### src/rtl/mem_port_arbiter.sv
// N-client request/response arbiter onto one in-order memory port with an ordered tag FIFO.
// Optional round-robin arbitration via `define MEM_ARB_ROUND_ROBIN_EN (default: fixed priority, lowest index wins).
module mem_port_arbiter #(
  parameter int unsigned NUM_CLIENTS     = 2,
  parameter int unsigned ADDR_W          = 32,
  parameter int unsigned DATA_W          = 32,
  parameter int unsigned MAX_OUTSTANDING = 4
) (
  input  logic                               clock,
  input  logic                               reset,
  input  logic [NUM_CLIENTS-1:0]             cli_req_valid,
  output logic [NUM_CLIENTS-1:0]             cli_req_ready,
  input  logic [NUM_CLIENTS*ADDR_W-1:0]      cli_req_bits_addr,
  input  logic [NUM_CLIENTS*DATA_W-1:0]      cli_req_bits_data,
  input  logic [NUM_CLIENTS-1:0]             cli_req_bits_fcn,
  input  logic [NUM_CLIENTS*3-1:0]           cli_req_bits_typ,
  output logic [NUM_CLIENTS-1:0]             cli_resp_valid,
  output logic [DATA_W-1:0]                  cli_resp_bits_data,
  input  logic                               mem_req_ready,
  output logic                               mem_req_valid,
  output logic [ADDR_W-1:0]                  mem_req_bits_addr,
  output logic [DATA_W-1:0]                  mem_req_bits_data,
  output logic                               mem_req_bits_fcn,
  output logic [2:0]                         mem_req_bits_typ,
  input  logic                               mem_resp_valid,
  input  logic [DATA_W-1:0]                  mem_resp_bits_data,
  output logic [$clog2(MAX_OUTSTANDING):0]   outstanding,
  output logic                               err_unexpected_resp
);

  localparam int unsigned CNT_W = $clog2(MAX_OUTSTANDING) + 1;
  localparam int unsigned PTR_W = $clog2(MAX_OUTSTANDING);
  localparam int unsigned IDX_W = $clog2(NUM_CLIENTS);

  typedef enum logic {ST_UNLOCKED, ST_LOCKED} lock_state_e;

  lock_state_e      state_q, state_d;
  logic [IDX_W-1:0] lock_idx_q, lock_idx_d;
  logic [IDX_W-1:0] winner, grant, head_tag;
  logic [IDX_W-1:0] tag_mem [MAX_OUTSTANDING];
  logic [PTR_W-1:0] head_q, tail_q;
  logic [CNT_W-1:0] count_q;
  logic             err_q, full, locked, fire, push, pop;

`ifdef MEM_ARB_ROUND_ROBIN_EN
  logic [IDX_W-1:0] rr_ptr_q;
  int               rr_best, rr_dist;

  // Pick the valid client closest (ascending, wrapping) to rr_ptr.
  always_comb begin
    winner  = '0;
    rr_best = int'(NUM_CLIENTS);
    rr_dist = 0;
    for (int i = 0; i < int'(NUM_CLIENTS); i++) begin
      if (cli_req_valid[i]) begin
        rr_dist = (i >= int'(rr_ptr_q)) ? (i - int'(rr_ptr_q))
                                        : (i + int'(NUM_CLIENTS) - int'(rr_ptr_q));
        if (rr_dist < rr_best) begin
          rr_best = rr_dist;
          winner  = IDX_W'(i);
        end
      end
    end
  end

  always_ff @(posedge clock) begin
    if (reset) begin
      rr_ptr_q <= '0;
    end else if (fire) begin
      rr_ptr_q <= (grant == IDX_W'(NUM_CLIENTS - 1)) ? '0 : grant + IDX_W'(1);
    end
  end
`else
  // Fixed priority: descending scan so the lowest valid index is written last.
  always_comb begin
    winner = '0;
    for (int i = int'(NUM_CLIENTS) - 1; i >= 0; i--) begin
      if (cli_req_valid[i]) winner = IDX_W'(i);
    end
  end
`endif

  assign locked        = (state_q == ST_LOCKED);
  assign grant         = locked ? lock_idx_q : winner;
  assign full          = (count_q == CNT_W'(MAX_OUTSTANDING));
  assign mem_req_valid = !full && (locked ? cli_req_valid[lock_idx_q] : |cli_req_valid);
  assign fire          = mem_req_valid && mem_req_ready;
  assign push          = fire;
  assign pop           = mem_resp_valid && (count_q != '0);
  assign head_tag      = tag_mem[head_q];

  // Request field mux and per-client ready from the granted client.
  always_comb begin
    mem_req_bits_addr = '0;
    mem_req_bits_data = '0;
    mem_req_bits_fcn  = 1'b0;
    mem_req_bits_typ  = '0;
    cli_req_ready     = '0;
    for (int i = 0; i < int'(NUM_CLIENTS); i++) begin
      if (grant == IDX_W'(i)) begin
        mem_req_bits_addr = cli_req_bits_addr[i*ADDR_W +: ADDR_W];
        mem_req_bits_data = cli_req_bits_data[i*DATA_W +: DATA_W];
        mem_req_bits_fcn  = cli_req_bits_fcn[i];
        mem_req_bits_typ  = cli_req_bits_typ[i*3 +: 3];
        cli_req_ready[i]  = mem_req_ready && !full;
      end
    end
  end

  // Lock holds the presented client while memory stalls.
  always_comb begin
    state_d    = state_q;
    lock_idx_d = lock_idx_q;
    case (state_q)
      ST_UNLOCKED: begin
        if (mem_req_valid && !mem_req_ready) begin
          state_d    = ST_LOCKED;
          lock_idx_d = grant;
        end
      end
      ST_LOCKED: begin
        if (fire || !cli_req_valid[lock_idx_q]) state_d = ST_UNLOCKED;
      end
      default: state_d = ST_UNLOCKED;
    endcase
  end

  assign cli_resp_valid      = pop ? (NUM_CLIENTS'(1) << head_tag) : '0;
  assign cli_resp_bits_data  = mem_resp_bits_data;
  assign outstanding         = count_q;
  assign err_unexpected_resp = err_q;

  always_ff @(posedge clock) begin
    if (reset) begin
      state_q    <= ST_UNLOCKED;
      lock_idx_q <= '0;
      head_q     <= '0;
      tail_q     <= '0;
      count_q    <= '0;
      err_q      <= 1'b0;
    end else begin
      state_q    <= state_d;
      lock_idx_q <= lock_idx_d;
      if (push) tail_q <= tail_q + PTR_W'(1);
      if (pop)  head_q <= head_q + PTR_W'(1);
      case ({push, pop})
        2'b10:   count_q <= count_q + CNT_W'(1);
        2'b01:   count_q <= count_q - CNT_W'(1);
        default: count_q <= count_q;
      endcase
      if (mem_resp_valid && (count_q == '0)) err_q <= 1'b1;
    end
  end

  // Tag storage needs no reset; head/tail/count define which entries are live.
  always_ff @(posedge clock) begin
    if (push) tag_mem[tail_q] <= grant;
  end

endmodule

### config.mk
export PLATFORM = sky130hd
export DESIGN_NAME = mem_port_arbiter
export DESIGN_NICKNAME = d
export VERILOG_FILES = /design/src/rtl/mem_port_arbiter.sv
export SDC_FILE = /design/constraint.sdc
export NUM_CORES = 1
export LEC_CHECK = 0
export BUFFER_PORTS_ARGS = -buffer_cell sky130_fd_sc_hd__buf_2
export CORE_AREA = 3 3 110 112
export DETAILED_ROUTE_END_ITERATION = 10
export DIE_AREA = 0 0 113 115
export PLACE_DENSITY = 0.49
export SLEW_MARGIN = 20
export SYNTH_ARGS = -nofsm -noshare
export SYNTH_HDL_FRONTEND = slang
export SYNTH_SLANG_ARGS = --single-unit
### constraint.sdc
create_clock -name clock -period 5.4 [get_ports clock]
set_input_delay 0.27 -clock clock [delete_from_list [all_inputs] [get_ports clock]]
set_output_delay 0.27 -clock clock [all_outputs]
set_load 0.03 [all_outputs]
=== Word-level counts from Yosys, hierarchy flattened ===
Memory sizes are Yosys's and may differ from the RTL's. A register that Yosys moved wholly into a read port is not among the register bits.
Index checks and enable logic that the tools add are counted.

* Add/subtract/negate cells: 4
* Magnitude comparators: 1
* Equality and inequality tests: 3
* Shifts and indexed selects: 1
* Mux-type cells: 21
* Bitwise operators: 1
* Reduce and logical (&&, ||, !) cells: 15

{| class="wikitable"
|+ Operators with widths
! kind !! number
|-
| 2-to-1 mux 32 bit || 2
|-
| 2-to-1 mux 1 bit || 13
|-
| logical AND 1 bit || 6
|-
| 2-to-1 mux 2 bit || 3
|-
| one-hot mux 3 bit (2 select lines) || 1
|-
| adder 2 x 1 -> 2 bit (second input constant) || 2
|-
| adder 3 x 1 -> 3 bit (second input constant) || 1
|-
| == test 3 bit (second input constant) || 1
|-
| zero test 1 bit || 3
|-
| zero test 3 bit || 1
|-
| 2-to-1 mux 3 bit || 1
|-
| nonzero test 3 bit || 1
|-
| subtractor 3 x 1 -> 3 bit (second input constant) || 1
|-
| == test 2 x 1 -> 1 bit (second input constant) || 1
|-
| == test 2 bit (second input constant) || 1
|-
| less-than comparator 1 x 2 -> 1 bit (second input constant) || 1
|-
| one-hot mux 1 bit (2 select lines) || 1
|-
| AND reduction 2 bit || 1
|-
| nonzero test 2 bit || 1
|-
| OR reduction 2 bit || 1
|-
| << shifter 1 x 1 -> 2 bit (first input constant) || 1
|-
| logical OR 1 bit || 1
|-
| NOT 1 bit || 1
|}

* Flip-flop bits (word level): 10
* RAM bits: 4
* Bits of input ports: 174
* Word-level logic and storage cells: 53
* Memories: 1

{| class="wikitable"
|+ Memories
! name !! depth !! width !! rd ports !! clocked after Yosys merged registers in !! write ports !! RTL line !! text
|-
| tag_mem || 4 || 1 || 1 || 1 || 1 || 40 || <nowiki>logic [IDX_W-1:0] tag_mem [MAX_OUTSTANDING];</nowiki>
|}

=== Longest topological paths before layout ===
* Depth in word-level cells: 8
* Gate-level depth with buffers: 9

=== Worst setup path after synthesis ===
OpenSTA, ideal clock, no wires.

* Path kind: register to register
* From: reg count_q[2] (netlist: outstanding[2])
* To: reg count_q[2] (netlist: outstanding[2])
* Data arrival time: 2.235 ns
* Path slack: 3.094 ns
* Stages on the path, launching flop included: 10
* Clock period less this slack: 2.306 ns
* Cell sequence: dfxtp_1 -> nor3b_2 -> a211oi_2 -> inv_1 -> ha_1 -> inv_1 -> fa_1 -> xor2_1 -> or3_1 -> a21oi_1

* Cells in the longest elaborated chain, start to end: 6
* Elaborated cells between the ends (all ways): 12
* Those cells by class: add/sub (2); eq/ne (3); mux (1); reduce/logical (6)

{| class="wikitable"
|+ Ends and longest elaborated chain
! what !! RTL line !! text
|-
| start, declared || 42 || <nowiki>logic [CNT_W-1:0] count_q;</nowiki>
|-
| start signal, assigned || 147 || <nowiki>2'b10: count_q <= count_q + CNT_W'(1);</nowiki>
|-
| start signal, assigned || 148 || <nowiki>2'b01: count_q <= count_q - CNT_W'(1);</nowiki>
|-
| start signal, assigned || 149 || <nowiki>default: count_q <= count_q;</nowiki>
|-
| == test 3 bit || 85 || <nowiki>assign full = (count_q == CNT_W'(MAX_OUTSTANDING));</nowiki>
|-
| zero test 1 bit || 86 || <nowiki>assign mem_req_valid = !full && (locked ? cli_req_valid[lock_idx_q] : |cli_req_valid);</nowiki>
|-
| logical AND 1 bit || 86 ||
|-
| logical AND 1 bit || 87 || <nowiki>assign fire = mem_req_valid && mem_req_ready;</nowiki>
|-
| == test 2 x 1 -> 1 bit or == test 2 bit (tied branches) || 146 || <nowiki>case ({push, pop})</nowiki>
|-
| one-hot mux 3 bit (2 select lines) or nonzero test 2 bit (tied branches) || - ||
|}

Several ways; a longest one is shown, not always the timed one.
A chain may end at the register's enable or synchronous reset.

=== Worst setup path after layout ===
* From: reg state_q (netlist: locked)
* To: out mem_req_bits_data[9]

* Cells in the longest elaborated chain, start to end: 2

{| class="wikitable"
|+ Ends and longest elaborated chain
! what !! RTL line !! text
|-
| start, declared || 37 || <nowiki>lock_state_e state_q, state_d;</nowiki>
|-
| start signal, assigned || 142 || <nowiki>state_q <= state_d;</nowiki>
|-
| 2-to-1 mux 1 bit || 84 || <nowiki>assign grant = locked ? lock_idx_q : winner;</nowiki>
|-
| 2-to-1 mux 32 bit || 100 || <nowiki>if (grant == IDX_W'(i)) begin</nowiki>
|-
| end, declared || 22 || <nowiki>output logic [DATA_W-1:0] mem_req_bits_data,</nowiki>
|}

Every way passes these cells.

==> key figures <==
Global routing
  – Total track usage: 0.0956
  – Initial antenna violation count: 0
  – Total gr overflow: 0
  – Largest net degree at the start of global routing: 39
  – Vias in the first global route: between 1500 and 2000
  – First-pass GRT wire length: just under 10 mm

Power and ir drop
  – Maximum vdd drop: between 0.0001 and 0.00015 V
  – Leakage power: around 1.5 nW
  – Power Dens Cells: roughly 290 nW/um^2
  – Total power: around 0.85 mW

Worst setup path
  – Reg2reg start: outstanding[2]
  – Critical path fanouts, max: 38
  – Critical Path Start Type: register
  – CP startpoint: locked
  – Worst R2R Setup Slack: 3.07 ns
  – Critical Path End Type: output port
  – Worst R2R End: outstanding[2]
  – Critical path type: register to output port
  – WP data required: about 5.1 ns
  – Critical path data arrival time: around 2.5 ns
  – Worst reg-to-reg path cell count: 9

Clock network
  – Worst skew pair latency: 0.24 ns
  – CTS H-tree depth: 1
  – Clock slew at reported path FFs: around 0.050 ns
  – Clock Path Buffers: 2
  – CTS tree: built
  – CTS buffer count: 3
  – # clock sinks: 16
  – Hold-fix buffers, CTS: 0
  – Post-cts resize count: 0
  – Post-CTS Setup Repair Bufs: 0
  – Clock Root Buffer: clkbuf_16

Timing
  – Peak Freq: between 300 and 400 MHz
  – Final setup fails: 0
  – Slew at the pin closest to its max-slew limit: around 0.54 ns
  – Slew HR: 0.640
  – Tcrit/Tclk final: 0.503
  – Clock skew: 0.000941 ns
  – Slew Viols, Final: 0
  – Fin Setup TNS: 0 ns
  – Final hold viol count: 0
  – Min Tclk post-route: 2.72 ns
  – RSZ-0062 raised after global routing: no

Logic synthesis
  – Synthesis-stage register bit count: 16
  – Synthesized Nets: roughly 370
  – Main synth FF type: dfxtp_1
  – Synth area leader: mux2_2
  – Most instantiated cells after synthesis: mux2_2 (69), buf_4 (32), dfxtp_1 (12), nor2_1 (12), inv_1 (8)
  – Area contributors post-synth: mux2_2 (41%), dfxtp_1 (13%), buf_4 (13%)
  – Post-synth EDFFs: 4
  – Distinct cells, synth: 31
  – YS warnings: 0
  – Synthesized area: 1910 um^2
  – Most frequent cell after synthesis: mux2_2
  – Post-Syn Instances: about 190
  – Synthesized area per cell: approximately 10 um^2
  – Seq/Total Area, Yosys: 0.188
  – Asr flop ratio synth: 0
  – Top cell type's share of synthesized area: 0.406

Finish
  – Area Growth Syn to Fin: 55.9%
  – Share of layout cells above drive strength 1: 0.799
  – Filler Cells Inserted: 1243
  – Nets@finish: around 550
  – Reg area: about 360 um^2
  – Multi-input logic area: ~1200 um^2
  – N_diodes: 0

Hold path
  – Min-Delay Endpoint: locked
  – Hold WC Path Type: primary input to register
  – Hold Crit Start: mem_req_ready
  – WHS Path Cells: 2

Detailed routing
  – DR WL/cell: around 15 um
  – DR iter-0 viols: 60
  – DR vias/cell: slightly below 4
  – Wirelength, routed: between 7 and 8 mm
  – DR vias: ~2000
  – DR pass1 iterations: 4
  – DRC: 0
  – Routed Antenna Nets: 0

Floorplanning
  – Cell row count: 39
  – Initial Util: 0.169
  – Core ar.: roughly 11000 um^2
  – Die Width: ~110 um
  – # IOs: about 280
  – Die Span Y: between 100 and 150 um
  – Full die area: around 13000 um^2

Outcome
  – Status: finished clean

Placed design
  – Gp weighted congestion: 0.693
  – Port Buffers: between 200 and 250
  – Detail Placement HPWL: 6.67 mm

Job
  – Max Cap Violations: 0
cells in the final DEF (no fill, tap or decap):
cell type and instances:
nor2_1 12, clkbuf_16 3, clkbuf_8 1, inv_1 8, fa_1 1, o21ai_0 2
nor2b_1 2, a211oi_2 1, or3b_2 1, dfxtp_1 12, and2_1 4, nor3_1 1
o21ai_4 1, a21oi_1 3, xor2_1 4, nor4b_1 1, or4_1 1, buf_16 1
a211oi_1 2, o31ai_1 1, or3_1 2, buf_2 218, nand2b_1 4, nor3b_2 1
edfxtp_1 4, ha_1 5, mux4_2 1, o311ai_0 1, nand2_1 2, a221oi_1 1
mux2_2 69, buf_4 1, mux2i_1 2
layer usage:
layer | global-route usage | up-vias | part of all wire
met4 | 0.0120 | 0 | 0.0030
met5 | 0 | - | 0
li1 | - | 1006 | -
met1 | 0.127 | 889 | 0.39
met2 | 0.145 | 123 | 0.45
met3 | 0.0474 | 8 | 0.15
where the power goes:
group | total, mW | internal (mW) | switching (mW) | leakage, nW
Clock | 0.159 | 0.112 | 0.0461 | 0.0442
Sequential | 0.183 | 0.152 | 0.0312 | 0.136
Combinational | 0.512 | 0.208 | 0.304 | 1.32
worst max-delay path: stages, from the launching register on:
cell and delay [ns]:
dfxtp_1 0.37, nand2b_1 0.20, o21ai_4 0.38, buf_16 0.23, buf_4 0.41, mux2_2 0.39
buf_2 0.18
how the worst max path moves through the flow:
stage,end,cells past startpoint,slack (ns)
finish,mem_req_bits_data[9],6,2.68
global route,mem_req_bits_data[27],6,2.52
CTS,mem_req_bits_addr[2],5,2.24
detailed placement,mem_req_bits_addr[2],5,2.53
global placement,mem_req_bits_addr[2],5,2.63
floorplan,outstanding[2],9,3.09
layout make-up:
cell class                 instances  area share
sequential                        16       0.121
multi-input combinational        125       0.402
clock buffer                       4      0.0298
timing repair buffer             220       0.377
tap                              143      0.0599
inverter                           8      0.0101
metrics by stage:
stage                     utilization  hold slack [ns]  instances  cell area (um^2)  worst slack, ns
after global routing            0.264            0.285        516              2990             2.52
after floorplan                     -            0.381        189              1910             3.09
after CTS                       0.261            0.280        515              2960             2.24
after detailed placement        0.253            0.451        511              2870             2.53
after global placement          0.253            0.446        511              2870             2.63
final                           0.264            0.279        516              2990             2.68
logic make-up after synthesis:
family / after synthesis / synth area share
DFF: 16 / 0.188
muxes: 72 / 0.428
AOI/OAI and AO/OA: 12 / 0.0490
and+or+nand+nor: 31 / 0.0889
adders and majority gates: 6 / 0.0431
xor gates and xnor gates: 4 / 0.0183
buffers and inverters: 48 / 0.184
(Power assumes the default switching activity.)
